==> config.mk <==
export PLATFORM = sky130hd
export DESIGN_NAME = seq_pattern_detector
export DESIGN_NICKNAME = d
export VERILOG_FILES = /design/src/rtl/seq_det_pkg.sv /design/src/rtl/seq_pattern_detector_sat_counter.sv /design/src/rtl/seq_pattern_detector.sv
export SDC_FILE = /design/constraint.sdc
export NUM_CORES = 1
export LEC_CHECK = 0
export CORE_MARGIN = 1.5
export CORE_UTILIZATION = 38
export DETAILED_ROUTE_END_ITERATION = 10
export GPL_ROUTABILITY_DRIVEN = 0
export GPL_TIMING_DRIVEN = 0
export PLACE_DENSITY = 0.66
export SKIP_LAST_GASP = 1
export SYNTH_ARGS = -nofsm -noshare
export SYNTH_HDL_FRONTEND = slang
export SYNTH_HIERARCHICAL = 1
export SYNTH_SLANG_ARGS = --single-unit
==> constraint.sdc <==
create_clock -name clk -period 2 [get_ports clk]
set_input_delay 0.4 -clock clk [delete_from_list [all_inputs] [get_ports clk]]
set_output_delay 0.4 -clock clk [all_outputs]
set_load 0.005 [all_outputs]
==> src/rtl/seq_det_pkg.sv <==
// Shared definitions for the serial pattern detector: FSM state encoding and default sizes.
// Latency: n/a (types and constants only).
// Backpressure: n/a.
package seq_det_pkg;

    // FILL: still collecting the first W-1 bits of a window; ARMED: every en bit completes a window.
    typedef enum logic [0:0] {
        FILL  = 1'b0,
        ARMED = 1'b1
    } state_t;

    localparam int DEF_W     = 4;
    localparam int DEF_CNT_W = 8;

endpackage : seq_det_pkg

==> src/rtl/seq_pattern_detector_sat_counter.sv <==
// Saturating event counter: counts inc pulses, sticks at all-ones, synchronous clear wins over inc.
// Latency: q reflects an inc or clr on the next rising edge of clk.
// Backpressure: none; one increment per cycle at most.
// Ports: clk, reset (async active-high), clr (sync clear), inc (count enable), q (count value).
module sat_counter #(
    parameter int CNT_W = seq_det_pkg::DEF_CNT_W
) (
    input  logic             clk,
    input  logic             reset,
    input  logic             clr,
    input  logic             inc,
    output logic [CNT_W-1:0] q
);

    localparam logic [CNT_W-1:0] CNT_MAX = {CNT_W{1'b1}};

    logic [CNT_W-1:0] cnt_q;
    logic [CNT_W-1:0] cnt_d;

    always_comb begin
        cnt_d = cnt_q;
        if (clr) begin
            cnt_d = '0;
        end else if (inc && (cnt_q != CNT_MAX)) begin
            cnt_d = cnt_q + CNT_W'(1);
        end
    end

    always_ff @(posedge clk or posedge reset) begin
        if (reset) begin
            cnt_q <= '0;
        end else begin
            cnt_q <= cnt_d;
        end
    end

    assign q = cnt_q;

endmodule : sat_counter

==> src/rtl/seq_pattern_detector.sv <==
// Serial bit-pattern detector: flags every W-bit window equal to PATTERN (MSB received first) and counts matches.
// Latency: p pulses one clk after the en cycle carrying the last bit of a match.
// Backpressure: none; en=0 simply freezes history, fill, state and count.
// Ports: clk, reset (async active-high), clr (sync clear), en (din valid), din (serial bit),
//        p (one-cycle match pulse), match_cnt (saturating match count), armed (window complete on next en bit).
module seq_pattern_detector
    import seq_det_pkg::*;
#(
    parameter int             W       = DEF_W,
    parameter logic [W-1:0]   PATTERN = 4'b1011,
    parameter int             OVERLAP = 1,
    parameter int             CNT_W   = DEF_CNT_W
) (
    input  logic             clk,
    input  logic             reset,
    input  logic             clr,
    input  logic             en,
    input  logic             din,
    output logic             p,
    output logic [CNT_W-1:0] match_cnt,
    output logic             armed
);

    localparam int             FW        = $clog2(W);
    // Fill value at which the next en bit leaves W-1 valid bits behind it.
    localparam logic [FW-1:0]  FILL_LAST = FW'(W - 2);

    logic [W-1:0]  history_q, history_d;
    logic [FW-1:0] fill_q, fill_d;
    state_t        state_q, state_d;
    logic          p_q;
    logic          match;
    logic [W-1:0]  window;

    // The oldest history bit has always aged out of the compare window; it is kept so the
    // register holds the full W-bit history but feeds no logic.
    logic unused_hist_msb;
    assign unused_hist_msb = history_q[W-1];

    always_comb begin
        history_d = history_q;
        fill_d    = fill_q;
        state_d   = state_q;
        match     = 1'b0;
        window    = {history_q[W-2:0], din};

        if (clr) begin
            // clr beats en: the din offered alongside it is dropped.
            history_d = '0;
            fill_d    = '0;
            state_d   = FILL;
        end else if (en) begin
            history_d = window;
            case (state_q)
                FILL: begin
                    fill_d = fill_q + FW'(1);
                    if (fill_q == FILL_LAST) begin
                        state_d = ARMED;
                    end
                end
                ARMED: begin
                    if (window == PATTERN) begin
                        match = 1'b1;
                        if (OVERLAP == 0) begin
                            // Restart filling so the matched bits age out before the next compare.
                            fill_d  = '0;
                            state_d = FILL;
                        end
                    end
                end
                default: begin
                    state_d = FILL;
                end
            endcase
        end
    end

    always_ff @(posedge clk or posedge reset) begin
        if (reset) begin
            history_q <= '0;
            fill_q    <= '0;
            state_q   <= FILL;
            p_q       <= 1'b0;
        end else begin
            history_q <= history_d;
            fill_q    <= fill_d;
            state_q   <= state_d;
            p_q       <= match;
        end
    end

    sat_counter #(
        .CNT_W (CNT_W)
    ) u_sat_counter (
        .clk   (clk),
        .reset (reset),
        .clr   (clr),
        .inc   (match),
        .q     (match_cnt)
    );

    assign p     = p_q;
    assign armed = (state_q == ARMED);

endmodule : seq_pattern_detector

==> flow_summary.json <==
{
  "cp-end-kind": "flip-flop",
  "floorplan.rows": 16,
  "peakVddDrop_uv": 281,
  "finalCritPeriodShare": 0.964,
  "cts.htree.levels": 1,
  "grt_pass1_vias": 567,
  "ant_diodes": 0,
  "max_slew.worst_pin.slew_ps": 407,
  "finalHoldWorstSlack_ps": 364,
  "finish.instance_area_sq_um": 1050,
  "timing.slew.headroom": 0.728,
  "timing.fmax_ghz": 0.519,
  "buffer_ports.inserted": 12,
  "setup_viol": 0,
  "p_leak_nw": 0.482,
  "cts_max_path_buffers": 2,
  "postLayoutCoreUtil": 0.513,
  "vias": 621,
  "die_h_um": 50.3,
  "critical_path_required_ps": 2160,
  "timing.critical_path.from_type": "input port",
  "synth_area_sq_um": 850,
  "synth-seq-cells": 15,
  "cells_taking_the_most_area_after_synthesis": "dfrtp_1 (44%), mux2_4 (11%), nor2_1 (4.9%), mux2i_1 (4.7%), nor2b_1 (4.4%)",
  "synth_area_per_cell_sq_um": 10.8,
  "cts.sinks": 15,
  "starting_utilization_of_the_core_area": 0.416,
  "p_per_cell_area_nw_per_um2": 510,
  "design_power_total_mw": 0.535,
  "dr.max_layer_used": "met4",
  "die_width_um": 50.3,
  "area_growth_pct": 23.3,
  "grt_antenna_before_repair": 0,
  "detailed_place_hpwl_um": 1030,
  "floorplan.io_pins": 15,
  "post_synth_most_frequent_cells": "dfrtp_1 (15), nor2_1 (11), mux2_4 (6), nor2b_1 (6)",
  "ys_async_sr_fraction": 1.00,
  "crit_path_max_fanout": 6,
  "coreArea_sq_um": 2040,
  "worst_r2r_path_depth": 6,
  "tritoncts": "built",
  "fin_worst_skew_ps": 2.99,
  "reg_to_reg_startpoint": "history_q[1]",
  "detail_route.drc_violations": 0,
  "detailed_place.area_sq_um": 1000,
  "dpl.cell_count": 118,
  "finalHoldViolCount": 0,
  "pre_cts_slack_ps": -289,
  "globalRouteTotalUtil": 0.129,
  "worst_case_register_to_register_setup_slack_ps": 270,
  "fp.dieArea_sq_um": 2530,
  "ys_warn_count": 6,
  "met2WireLength_um": 722,
  "yosys.cell_count.top_type": "dfrtp_1",
  "global_route_wire_length_before_repair_um": 2440,
  "sequential_fraction_of_the_synthesis_area": 0.442,
  "synth_top_cell_area_share": 0.442,
  "outcome": "complete, no violations",
  "setup_ws_ps": 71.6,
  "synth.net_count": 86,
  "cts_buffers": 3,
  "wirelength_um": 1480,
  "postRouteAntennaNets": 0,
  "max_cap_viol_count": 0,
  "wl_met3_um": 50,
  "num-fill-cells": 202,
  "routedLengthMet1_um": 697,
  "root_buffer": "clkbuf_4",
  "num-nets-final": 105,
  "synth_cells": 79,
  "drv_slew": 0,
  "crit-reg2reg-capture": "u_sat_counter/q[3]",
  "cts.reportedPaths.clkPinSlew_ps": 90,
  "drt-pass1-iter-count": 6,
  "global_route.overflow_total": 0,
  "ys_dominant_reg_cell": "dfrtp_1",
  "final_cells": 124,
  "number_of_buffers_inserted_by_hold_repair_at_cts": 0,
  "timing.critical_path.arrival_ps": 2090,
  "1st_iter_drt_viols": 9,
  "timing.setup.critical_path_class": "input port to flip-flop",
  "totalNegativeSetupSlack_ps": 0,
  "grt_start_max_net_pins": 11,
  "netlist.top_cell.by_area": "dfrtp_1",
  "routedWlPerCell_um": 11.9,
  "synth_enable_flop_cells": 0,
  "cell_variety_after_synth": 28,
  "final_layout_size_suffix_gt1_frac": 0.206,
  "insertion_delay_ps": 270,
  "worst_hold_path_type": "input port to async pin",
  "grt_setup_unrepaired": "false",
  "vias_per_cell": 5.01,
  "min_period_ps": 1930
}
-- critical path: stages --
cell and delay (ps):
clkdlybuf4s50_1 480, nand4b_1 120, nor2_2 250, nand4_1 220, buf_4 200, a21oi_2 110
mux2_4 300
-- report_power, final --
group | leakage, nW | switching, mW | total, mW | internal (mW)
Combinational | 0.260 | 0.0246 | 0.0505 | 0.0260
Sequential | 0.207 | 0.00525 | 0.315 | 0.310
Clock | 0.0150 | 0.0914 | 0.169 | 0.0772
-- layer usage --
layer  track usage  up-vias
met3        0.0298        2
met4        0.0694        0
met1         0.162      295
met5             0        -
li1              -      309
met2         0.204       15
-- state kept, by name, summed over array words and instances (netlist names) --
signal	count
fill_q	2
p	1
u_sat_counter/q	8
history_q	3
armed	1
-- cells by family (layout without fill, tap and decap cells) --
group / Yosys count / in the layout / synth area share
buf+inv: 8 / 26 / 0.0545
simple gates: 34 / 34 / 0.222
mux: 10 / 10 / 0.153
flops: 15 / 15 / 0.442
fa+ha+maj: 2 / 2 / 0.0295
compound gates: 10 / 10 / 0.0987
-- area by class of cell --
type	count	area (sq um)	area share
sequential	15	375	0.358
inverter	4	15.0	0.0143
multi-input combinational	56	430	0.411
timing repair buffer	14	135	0.129
buffer	4	31.3	0.0299
clock buffer	4	26.3	0.0251
tap	27	33.8	0.0323
-- what timing repair did --
| item | in CTS | in global routing |
|---|---|---|
| gates cloned | 0 | 0 |
| setup buffers | 0 | 2 |
| gates resized for setup | 1 | 0 |
| setup endpoints to repair | 1 | 1 |
| pin swaps | 0 | 1 |
-- cell usage in the layout (no fill, tap or decap), types with 3 or more instances in the layout --
| master | Yosys | final |
|---|---|---|
| mux2_4 | 6 | 6 |
| a21oi_1 | 3 | 3 |
| inv_1 | 4 | 4 |
| dfrtp_1 | 15 | 15 |
| mux2i_1 | 4 | 4 |
| clkbuf_4 | 0 | 3 |
| nand2_1 | 4 | 4 |
| nor2_1 | 11 | 10 |
| nor2b_1 | 6 | 6 |
| clkdlybuf4s50_1 | 0 | 12 |
-- worst max-delay path by stage --
stage | from | endpoint | slack, ps | depth (start not counted)
after floorplan | clr | u_sat_counter/q[5] | 180 | 6
after global placement | din | u_sat_counter/q[5] | -310 | 6
after detailed placement | din | u_sat_counter/q[5] | -290 | 6
after CTS | din | u_sat_counter/q[5] | 70 | 6
after global routing | din | u_sat_counter/q[5] | 50 | 6
final | din | u_sat_counter/q[3] | 70 | 7
(Power assumes the default switching activity.)
